File: config.mk
export PLATFORM = sky130hd
export DESIGN_NAME = uart_deserializer
export DESIGN_NICKNAME = d
export VERILOG_FILES = /design/src/rtl/uart_pkg.sv /design/src/rtl/uart_baud_tick.sv /design/src/rtl/uart_deserializer.sv
export SDC_FILE = /design/constraint.sdc
export NUM_CORES = 1
export LEC_CHECK = 0
export ABC_AREA = 1
export CORE_MARGIN = 5
export CORE_UTILIZATION = 35
export CTS_BUF_LIST = sky130_fd_sc_hd__clkbuf_4
export DETAILED_ROUTE_END_ITERATION = 6
export PLACE_DENSITY = 0.5
export SETUP_SLACK_MARGIN = 0.5
export SYNTH_ARGS = -nofsm -noshare
export SYNTH_HDL_FRONTEND = slang
export SYNTH_SLANG_ARGS = --single-unit
File: constraint.sdc
create_clock -name clk -period 2.05 [get_ports clk]
set_input_delay 0.615 -clock clk [delete_from_list [all_inputs] [get_ports clk]]
set_output_delay 0.615 -clock clk [all_outputs]
set_load 0.02 [all_outputs]
File: src/rtl/uart_pkg.sv
// uart_pkg: shared UART receiver types, oversample constant and baud divisor helper
package uart_pkg;
  typedef enum logic [2:0] {IDLE, START, DATA, STOP, BREAK} state_t;
  localparam int OVS = 16;
  function automatic int calc_div(input int clkfreq, input int baud);
    int d;
    d = (clkfreq + baud * OVS / 2) / (baud * OVS);
    return d < 1 ? 1 : d;
  endfunction
endpackage

File: src/rtl/uart_baud_tick.sv
// uart_baud_tick: enable-able, restartable oversample tick (clk, rst, en, restart -> tick), first tick on the first enabled cycle
module uart_baud_tick #(
  parameter int div = 1
) (
  input  logic clk,
  input  logic rst,
  input  logic en,
  input  logic restart,
  output logic tick
);
  localparam int W = div > 1 ? $clog2(div) : 1;
  logic [W-1:0] cnt;
  always_ff @(posedge clk)
    if (rst || !en || restart) cnt <= '0;
    else cnt <= (cnt == W'(div - 1)) ? '0 : cnt + 1'b1;
  assign tick = en && cnt == '0;
endmodule

File: src/rtl/uart_deserializer.sv
// uart_deserializer: 16x-oversampled 8N1 UART receiver (clk, rst, serial_in -> data, ready, framing_err, busy)
module uart_deserializer
  import uart_pkg::*;
#(
  parameter int clkfreq = 50000000,
  parameter int baud = 9600
) (
  input  logic       clk,
  input  logic       rst,
  input  logic       serial_in,
  output logic [7:0] data,
  output logic       ready,
  output logic       framing_err,
  output logic       busy
);
  localparam int DIV = calc_div(clkfreq, baud);
  localparam int PW = $clog2(OVS);
  logic rx_m, rx_s, rx_p;
  logic [1:0] warm;
  state_t state, state_n;
  logic [PW-1:0] ph;
  logic [2:0] bit_idx;
  logic [7:0] shreg;
  logic s7, s8, tick, start_edge, mid, last, maj;
  uart_baud_tick #(.div(DIV)) u_tick (
    .clk(clk),
    .rst(rst),
    .en(state != IDLE),
    .restart(start_edge),
    .tick(tick)
  );
  assign start_edge = state == IDLE && warm == 2'd3 && rx_p && !rx_s;
  assign mid = tick && ph == PW'(9);
  assign last = tick && ph == PW'(OVS - 1);
  assign maj = (s7 & s8) | (rx_s & (s7 | s8));
  assign busy = state != IDLE;
  always_ff @(posedge clk)
    if (rst) begin
      rx_m <= 1'b1;
      rx_s <= 1'b1;
      rx_p <= 1'b1;
      warm <= 2'd0;
    end else begin
      rx_m <= serial_in;
      rx_s <= rx_m;
      rx_p <= rx_s;
      warm <= warm + {1'b0, warm != 2'd3};
    end
  always_ff @(posedge clk) state <= rst ? IDLE : state_n;
  always_comb begin
    state_n = state;
    case (state)
      IDLE:    state_n = start_edge ? START : IDLE;
      START:   state_n = (mid && maj) ? IDLE : last ? DATA : START;
      DATA:    state_n = (last && bit_idx == 3'd7) ? STOP : DATA;
      STOP:    state_n = mid ? (maj ? IDLE : BREAK) : STOP;
      BREAK:   state_n = rx_s ? IDLE : BREAK;
      default: state_n = IDLE;
    endcase
  end
  always_ff @(posedge clk)
    if (rst) begin
      ph <= '0;
      bit_idx <= 3'd0;
      shreg <= 8'h00;
      s7 <= 1'b0;
      s8 <= 1'b0;
      data <= 8'h00;
      ready <= 1'b0;
      framing_err <= 1'b0;
    end else begin
      ph <= (state == IDLE) ? PW'(1) : ph + {{(PW-1){1'b0}}, tick};
      bit_idx <= (state == IDLE) ? 3'd0 : bit_idx + {2'b0, state == DATA && last};
      if (tick && ph == PW'(7)) s7 <= rx_s;
      if (tick && ph == PW'(8)) s8 <= rx_s;
      if (state == DATA && mid) shreg <= {maj, shreg[7:1]};
      if (state == STOP && mid && maj) data <= shreg;
      ready <= state == STOP && mid && maj;
      framing_err <= state == STOP && mid && !maj;
    end
endmodule

* Word-level counts from Yosys, hierarchy flattened
Cells that the tools add are included.
** Storage, ports and cells
- Register bits after elaboration :: 44
- Bits of input ports :: 3
- Output and inout port bits :: 11
- Logic and storage cells :: 69
** Operators by class
- Add/sub/neg operators :: 4
- Equality and inequality tests :: 12
- Mux-type cells :: 9
- Bitwise gates (word level) :: 4
- Reductions and logical operators :: 25
** Operators by type and width (number)
- $logic_and A1 B1 Y1 :: 15
- $pmux W3 S5 :: 1
- $eq A4 B4 Y1 const B :: 3
- $add A9 B1 Y9 const B :: 1
- $eq A9 B9 Y1 const B :: 1
- $logic_not A9 Y1 :: 1
- $mux W3 :: 3
- $eq A3 B2 Y1 const B :: 2
- $eq A3 B3 Y1 const B :: 2
- $add A4 B1 Y4 :: 1
- $eq A4 B3 Y1 const B :: 1
- $mux W2 :: 2
- $reduce_or A2 Y1 :: 2
- $add A3 B1 Y3 :: 1
- $eq A3 B1 Y1 const B :: 1
- $logic_not A1 Y1 :: 3
- $logic_not A3 Y1 :: 1
- $mux W1 :: 3
- $reduce_bool A3 Y1 :: 1
- $add A2 B1 Y2 :: 1
- $and A1 B1 Y1 :: 2
- $eq A2 B2 Y1 const B :: 1
- $logic_or A1 B1 Y1 :: 2
- $ne A2 B2 Y1 const B :: 1
- $or A1 B1 Y1 :: 2

* Longest topological paths before layout
Gate-level depths: netlist (run 1).
- Word-level depth :: 6
- Depth in mapped cells :: 11
- Depth with buffers taken out :: 11

* By module
From an unflattened synthesis (run 1), not the netlist that was laid out.
** Second synthesis, totals
- Cell total of the unflattened synthesis :: 259
- Area, all modules :: 1960.6 um2
** Modules (own cells, without submodules)
- uart_deserializer :: instances 1, cells an instance 186, area an instance 1420.1 um2, sequential area each 700.7 um2
- uart_baud_tick :: instances 1, cells an instance 73, area an instance 540.5 um2, sequential area each 180.2 um2

* Worst setup path before layout (run 1)
OpenSTA, ideal clock, no wires.
- Path kind :: reg2reg
- Start point :: reg state[0]
- End point :: reg bit_idx[2]
- Setup time :: 116 ps
- Arrival time :: 1489 ps
- Required time :: 1934 ps
- Setup slack :: 445 ps
- Cell stages (with the launch flop) :: 11
- Buffers on the path :: 0
- Clock period less this slack :: 1605 ps
- Cell sequence :: dfxtp_1 -> nor2_2 -> nand2_2 -> nand3_2 -> nor2_4 -> nand2_1 -> nor2_1 -> ha_1 -> ha_1 -> xnor2_1 -> nor2_1
** On the way
- Word-level cells in the longest chain between the ends :: 5
- Elaborated cells on any way between the ends :: 8
- Those cells by class :: 1 x add/sub; 1 x eq/ne; 6 x reduce/logical
** Ends and longest elaborated chain
- start: declaration :: RTL line uart_deserializer.sv:20 : state_t state, state_n;
- start signal: assignment :: RTL line uart_deserializer.sv:49 : always_ff @(posedge clk) state <= rst ? IDLE : state_n;
- $reduce_bool A3 Y1
- net busy :: RTL line uart_deserializer.sv:14 : output logic busy
- $logic_and A1 B1 Y1 :: RTL line uart_baud_tick.sv:16 : assign tick = en && cnt == '0;
- $logic_and A1 B1 Y1 :: RTL line uart_deserializer.sv:34 : assign last = tick && ph == PW'(OVS - 1);
- $logic_and A1 B1 Y1 :: RTL line uart_deserializer.sv:73 : bit_idx <= (state == IDLE) ? 3'd0 : bit_idx + {2'b0, state == DATA && last};
- $add A3 B1 Y3 :: RTL line uart_deserializer.sv:73
- end signal: assignment :: RTL line uart_deserializer.sv:73
- end: declaration :: RTL line uart_deserializer.sv:22 : logic [2:0] bit_idx;
The timed path passes the listed nets, and every way through them passes these cells.
A chain may end at the register's enable or synchronous reset.

* Worst setup path after layout (run 1)
- Start point :: reg state[0]
- End point :: out busy
** On the way
- Word-level cells in the longest chain between the ends :: 1
** Ends and longest elaborated chain
- $reduce_bool A3 Y1 :: RTL line uart_deserializer.sv:36 : assign busy = state != IDLE;
- end: declaration :: RTL line uart_deserializer.sv:14
Every way passes these cells.

==> results of run 1 <==
==> power groups by stage <==
stage,Combinational [mW],Clock [mW],Sequential (mW)
2_1_floorplan,0.0212,0,0.885
6_report,0.0387,0.534,0.865
3_5_place_dp,0.0329,0,0.886
5_1_grt,0.0437,0.602,0.866
4_1_cts,0.0372,0.564,0.864
3_3_place_gp,0.0330,0,0.887
==> final cells by class <==
class                           instances  area, sq um  share of cell area
Clock buffer                            5        37.54             0.01534
Clock inverter                          3        42.54             0.01738
Inverter                               26        110.1             0.04499
Multi-Input combinational cell        163         1044              0.4264
Sequential cell                        44        903.4              0.3691
Tap cell                               70        87.58             0.03579
Timing Repair Buffer                   30        222.7             0.09100
==> path summary, 6_finish.rpt <==
kind,endpoint,from
max,busy,state[0]$_SDFF_PP0_
min,rx_s$_SDFF_PP1_,rx_m$_SDFF_PP1_
max reg2reg,bit_idx[2]$_SDFF_PP0_,state[0]$_SDFF_PP0_
min reg2reg,rx_s$_SDFF_PP1_,rx_m$_SDFF_PP1_
==> cell usage after synthesis, drive strengths merged <==
cell	instances	share of area
nor2	53	0.13
dfxtp	44	0.46
nand2	34	0.071
inv	25	0.051
nand3	21	0.061
a21oi	16	0.044
o21ai	9	0.024
ha	7	0.046
nand4	6	0.028
xor2	5	0.023
or2	3	0.0099
xnor2	3	0.014
buf	2	0.0053
clkbuf	2	0.0040
nor3	2	0.0053
and3	1	0.0033
clkinv	1	0.0026
nand3b	1	0.0040
nor3b	1	0.0040
o21bai	1	0.0099
==> cell families (layout without fill, tap and decap cells) <==
family	after synthesis	count (layout)	synth area share
flip-flops	44	44	0.4635
AO/OA/AOI/OAI	26	26	0.07768
buffers and inverters	30	64	0.06254
adder cells (fa/ha/maj)	7	7	0.04608
AND/OR/NAND/NOR	122	122	0.3134
XOR/XNOR	8	8	0.03687
==> worst reg2reg max path: cells and delay by family (launching register included) <==
kind | cells | cell delay [ps]
adder cells (fa/ha/maj) | 2 | 350
XOR/XNOR | 1 | 130
flip-flops | 1 | 370
AND/OR/NAND/NOR | 7 | 490
buffers and inverters | 1 | 140
==> sequential cells by signal, summed over array words and instances (netlist names) <==
| name | cells |
|---|---|
| rx_s | 1 |
| state | 3 |
| s8 | 1 |
| warm | 2 |
| shreg | 8 |
| ready | 1 |
| rx_p | 1 |
| s7 | 1 |
| bit_idx | 3 |
| framing_err | 1 |
| rx_m | 1 |
| u_tick.cnt | 9 |
| data | 8 |
| ph | 4 |
==> layer usage <==
layer | global-route usage | routed length, um | up-vias
met5 | 0 | 0 | -
met4 | 0.04386 | 97 | 0
met3 | 0.02962 | 94 | 8
met2 | 0.2046 | 1886 | 17
met1 | 0.1515 | 1933 | 695
li1 | - | - | 823
==> timing repair <==
item / CTS / global route
endpoints found under the setup margin: 33 / 28
pin swaps: 8 / 10
gates resized for setup: 75 / 30
setup buffers: 13 / 1
==> flow_summary.ini, run 1 <==
[worst_setup_path]
crit_path_max_incr_delay_ps = 370
crit_type = register to output port
start_kind = register
critical_path_depth = 3
ff2ff_path_depth = 11
reg2reg_setup_slack_ps = 490
critPathBufInv = 1
timing.critical_path.cells = nor2_4 > nand2_4 > buf_6
crit_required_ps = 1430
worstPathArrival_ps = 1060
crit_slowest_cell = dfxtp_4
timing.critical_path.max_delay_family = flip-flops
cp_capture_type = output port
path_max_fanout = 4

[global_routing]
overflow = 0
largest_net_degree_at_the_start_of_global_routing = 17
grt_pass1_vias = 1557
globalRouteTotalUtil = 0.1221
grt_first_pass_wirelength_um = 7003
grt_antenna_before_repair = 0

[timing]
timing.slew.headroom = 0.8014
final_min_period_over_clock_period = 0.8166
layout_min_cycle_time_ps = 1674
final_critical_path_setup_slack_ps = 376.0
worst-slew-pin-transition_ps = 297.0
tns_ps = 0
timing_hold_violations_final = 0
finalClockSkew_ps = 4.529
finalSetupViolCount = 0
rsz0062_at_grt = true
finalHoldWorstSlack_ps = 428.9
final-max-slew-violation-count = 0
max_clock_freq_ghz = 0.5974

[synth]
ys_warn_count = 0
netlist_area_sq_um = 1901
postSynthRegisterBits = 44
synth.distinct_cells = 29
postSynthAreaPerCell_sq_um = 8.019
number_of_instances_in_the_synthesized_netlist = 237
synth.yosys.seq_area_share = 0.4635
postSynthNetCount = 247

[clock_network]
cts_htree_levels = 2
cts.clk_slew.worst_paths_ps = 130
cts_num_sinks = 44
clock_insertion_delay_worst_skew_ps = 350
tritoncts = done
clock_tree.root_cell = clkbuf_4
clock_tree.buffer_depth = 2
tritoncts.num_buffers = 5
ctsHoldBuffers = 0

[placed_design]
post-place-ws_ps = 208.4
dp_hpwl_um = 2634
post-place-cells = 319
portBuffers = 13
post_dp_cell_area_sq_um = 2130
globalplace.congestion = 0.7448

[floorplanning]
core.rowCount = 26
initial_utilization = 0.3651
die_width_um = 83.69
floorplan.io_pins = 14
core_region_area_sq_um = 5205
die_outline_area_sq_um = 7004
die_y_um = 83.69

[pwr]
comb_power_share = 0.027
switching_share = 0.2138
power_per_cell_area_nw_per_um2 = 587.2
power.leakage_nw = 1.043
p_switching_uw = 307.3
irDropWorstVdd_mv = 0.3125
p_seq_frac = 0.602
internal_power_mw = 1.130
share_clk_of_total_power = 0.371
post-layout-total-power_mw = 1.437

[finish]
fillerInstances = 542
fin_nets = 280
final_cell_mix = 40 x nor2_1, 32 x dfxtp_1, 30 x nand2_1
final_layout_size_suffix_gt1_frac = 0.3432
final_util = 0.4702
layout_commonest_cell = nor2_1
flow.area_growth_from_synthesis_pct = 28.77
fin_cells = 341
antenna-diode-count = 0
stdcell_area_sq_um = 2447

[hold_path]
worstHoldPathType = register to register
worstHoldPathCells = 1

[drt]
detail_route.vias_per_cell = 4.525
finalWirelength_um = 4011
drt_first_iter_violations = 57
route.detailed.drc = 0
routed_len_inst_um = 11.76
route.antenna.remaining_nets = 0
detailed_route_via_count = 1543
drt-pass1-iter-count = 4

[job]
max_cap_violations = 0

[run_status]
outcome = finished clean
(Power assumes the default switching activity.)
==> run 2, diff against run 1 <==
--- a/config.mk
+++ b/config.mk
@@ -10,7 +10,7 @@
 export CORE_UTILIZATION = 35
 export CTS_BUF_LIST = sky130_fd_sc_hd__clkbuf_4
 export DETAILED_ROUTE_END_ITERATION = 6
-export PLACE_DENSITY = 0.5
+export PLACE_DENSITY = 0.52
 export SETUP_SLACK_MARGIN = 0.5
 export SYNTH_ARGS = -nofsm -noshare
 export SYNTH_HDL_FRONTEND = slang
==> constraint.sdc (replaced) <==
create_clock -name clk -period 1.4 [get_ports clk]
set_input_delay 0.42 -clock clk [delete_from_list [all_inputs] [get_ports clk]]
set_output_delay 0.42 -clock clk [all_outputs]
set_load 0.02 [all_outputs]
==> flow_summary.ini, run 2 (synthesis results as in run 1) <==
[global_routing]
gr-usage-met2 = 0.1931
grtUsageMet3 = 0.03159
global_route.usage.met1 = 0.1771
grt_first_pass_wirelength_um = 7341
top_usage_layer = met2
overflow = 0
grt_pass1_vias = 1602
grt_antenna_before_repair = 0
largest_net_degree_at_the_start_of_global_routing = 16
globalRouteTotalUtil = 0.1273

[finish]
fin_nets = 310
final_cell_mix = 38 x nor2_1, 36 x buf_4, 28 x dfxtp_1
fillerInstances = 473
antenna-diode-count = 0
flow.area_growth_from_synthesis_pct = 54.77
largest_register_ffs = 9
layout_commonest_cell = nor2_1
top_registers = u_tick.cnt: 9 flops, data: 8 flops, shreg: 8 flops
stdcell_area_sq_um = 2942
fin_cells = 371
top_register = u_tick.cnt
final_layout_size_suffix_gt1_frac = 0.5316

[timing]
layout_min_cycle_time_ps = 1557
worst-slew-pin-transition_ps = 302.6
timing_hold_violations_final = 0
finalSetupViolCount = 29
timing.slew.headroom = 0.7977
tns_ps = -2815
final_critical_path_setup_slack_ps = -157.3
max_clock_freq_ghz = 0.6422
final_min_period_over_clock_period = 1.112
final-max-slew-violation-count = 0
finalClockSkew_ps = 16.03
rsz0062_at_grt = true
finalHoldWorstSlack_ps = 429.8

[pwr]
irDropWorstVdd_mv = 0.7169
power_per_cell_area_nw_per_um2 = 740.2
post-layout-total-power_mw = 2.177
power.leakage_nw = 1.224

[run_status]
outcome = complete, but fails checks
violations = setup timing

[clock_network]
tritoncts.num_buffers = 5
cts_htree_levels = 2
cts.clk_slew.worst_paths_ps = 150
tritoncts = done
cts_num_sinks = 44
clock_insertion_delay_worst_skew_ps = 360
clock_tree.buffer_depth = 2
clock_tree.root_cell = clkbuf_4

[worst_setup_path]
crit_type = register to register
worstPathArrival_ps = 1870
setup.worst_path.start = u_tick.cnt[1]$_SDFF_PP0_
crit_required_ps = 1710
path_max_fanout = 5
reg2reg_from = u_tick.cnt[1]$_SDFF_PP0_
start_kind = register
cp_capture_type = register

[placed_design]
dp_hpwl_um = 2923
portBuffers = 13
post_dp_cell_area_sq_um = 2477
globalplace.congestion = 0.7486
post-place-cells = 353

[floorplanning]
die_outline_area_sq_um = 7004
initial_utilization = 0.3651
floorplan.io_pins = 14
die_width_um = 83.69
die_y_um = 83.69
core_region_area_sq_um = 5205
core.rowCount = 26

[drt]
finalWirelength_um = 4290
routed_len_inst_um = 11.56
drt-pass1-iter-count = 4
detailed_route_via_count = 1667
route.detailed.drc = 0
route.antenna.remaining_nets = 0
drt_first_iter_violations = 53
detail_route.vias_per_cell = 4.493

[job]
max_cap_violations = 0

[hold_path]
worst_hold_startpoint = rx_m$_SDFF_PP1_
worstHoldPathType = register to register
run 2: cell count changes in the layout (fill, tap and decap cells not counted), sizes merged:
cell and change:
clkinv -2, clkdlybuf4s50 -1, inv +3, o21bai +1, dlygate4sd2 +1, buf +28
run 2: routing by layer:
metal | vias to the layer above | wire length, um
met2 | 16 | 1945
met3 | 5 | 148
met5 | - | 0
met4 | 0 | 51
li1 | 895 | -
met1 | 751 | 2146
run 2: critical path: stages, from the launching register on:
cell and delay, ps:
dfxtp_2 350, inv_2 70, ha_4 140, inv_2 30
nor2_2 80, nand2_2 70, nor2_4 140, nand4_4 150
nor2_8 190, buf_12 140, o21ai_2 50, nor2_1 100
run 2: what timing repair did:
action                                  4_1_cts  5_1_grt
gates resized for setup                     107       41
endpoints found under the setup margin       55       50
setup buffers                                 5        3
endpoints found under the hold margin         0        0
pin swaps                                    16       14
hold buffers                                  0        0
gates cloned                                  1        1
run 2: final timing paths:
path / end / slack [ps] / cells past startpoint
max: data[7]$_SDFFE_PP0P_ / -160 / 11
min: rx_s$_SDFF_PP1_ / 430 / 1
max reg2reg: data[7]$_SDFFE_PP0P_ / -160 / 11
min reg2reg: rx_s$_SDFF_PP1_ / 430 / 1
run 2: power by group:
part	internal, mW	switching, mW	total, mW
combinational	0.0339	0.0414	0.0753
sequential	1.26	0.00821	1.27
clock	0.382	0.451	0.833
run 2: through the flow:
step	setup slack, ps	utilization
2_1_floorplan	-93.57	-
3_3_place_gp	-207.6	0.4760
3_5_place_dp	-182.3	0.4760
4_1_cts	-141.7	0.5298
5_1_grt	-286.3	0.5651
6_report	-157.3	0.5651
run 2: layout make-up:
| cell class | count | area [sq um] | share of cell area |
|---|---|---|---|
| clock buffers | 5 | 37.54 | 0.01276 |
| clock inverters | 3 | 46.29 | 0.01574 |
| inverters | 26 | 107.6 | 0.03658 |
| multi-input cells | 164 | 1230 | 0.4181 |
| flip-flops and latches | 44 | 903.4 | 0.3071 |
| well taps | 70 | 87.58 | 0.02977 |
| repair buffers | 58 | 523.0 | 0.1778 |
| repair inverters | 1 | 6.256 | 0.002127 |
==> run 3, diff against run 2 <==
--- a/config.mk
+++ b/config.mk
@@ -9,6 +9,7 @@
 export CORE_MARGIN = 5
 export CORE_UTILIZATION = 35
 export CTS_BUF_LIST = sky130_fd_sc_hd__clkbuf_4
+export CTS_CLUSTER_DIAMETER = 150
 export DETAILED_ROUTE_END_ITERATION = 6
 export PLACE_DENSITY = 0.52
 export SETUP_SLACK_MARGIN = 0.5
==> results of run 3 <==
Same layout as run 2: the final DEF is identical, and so are final timing and power.
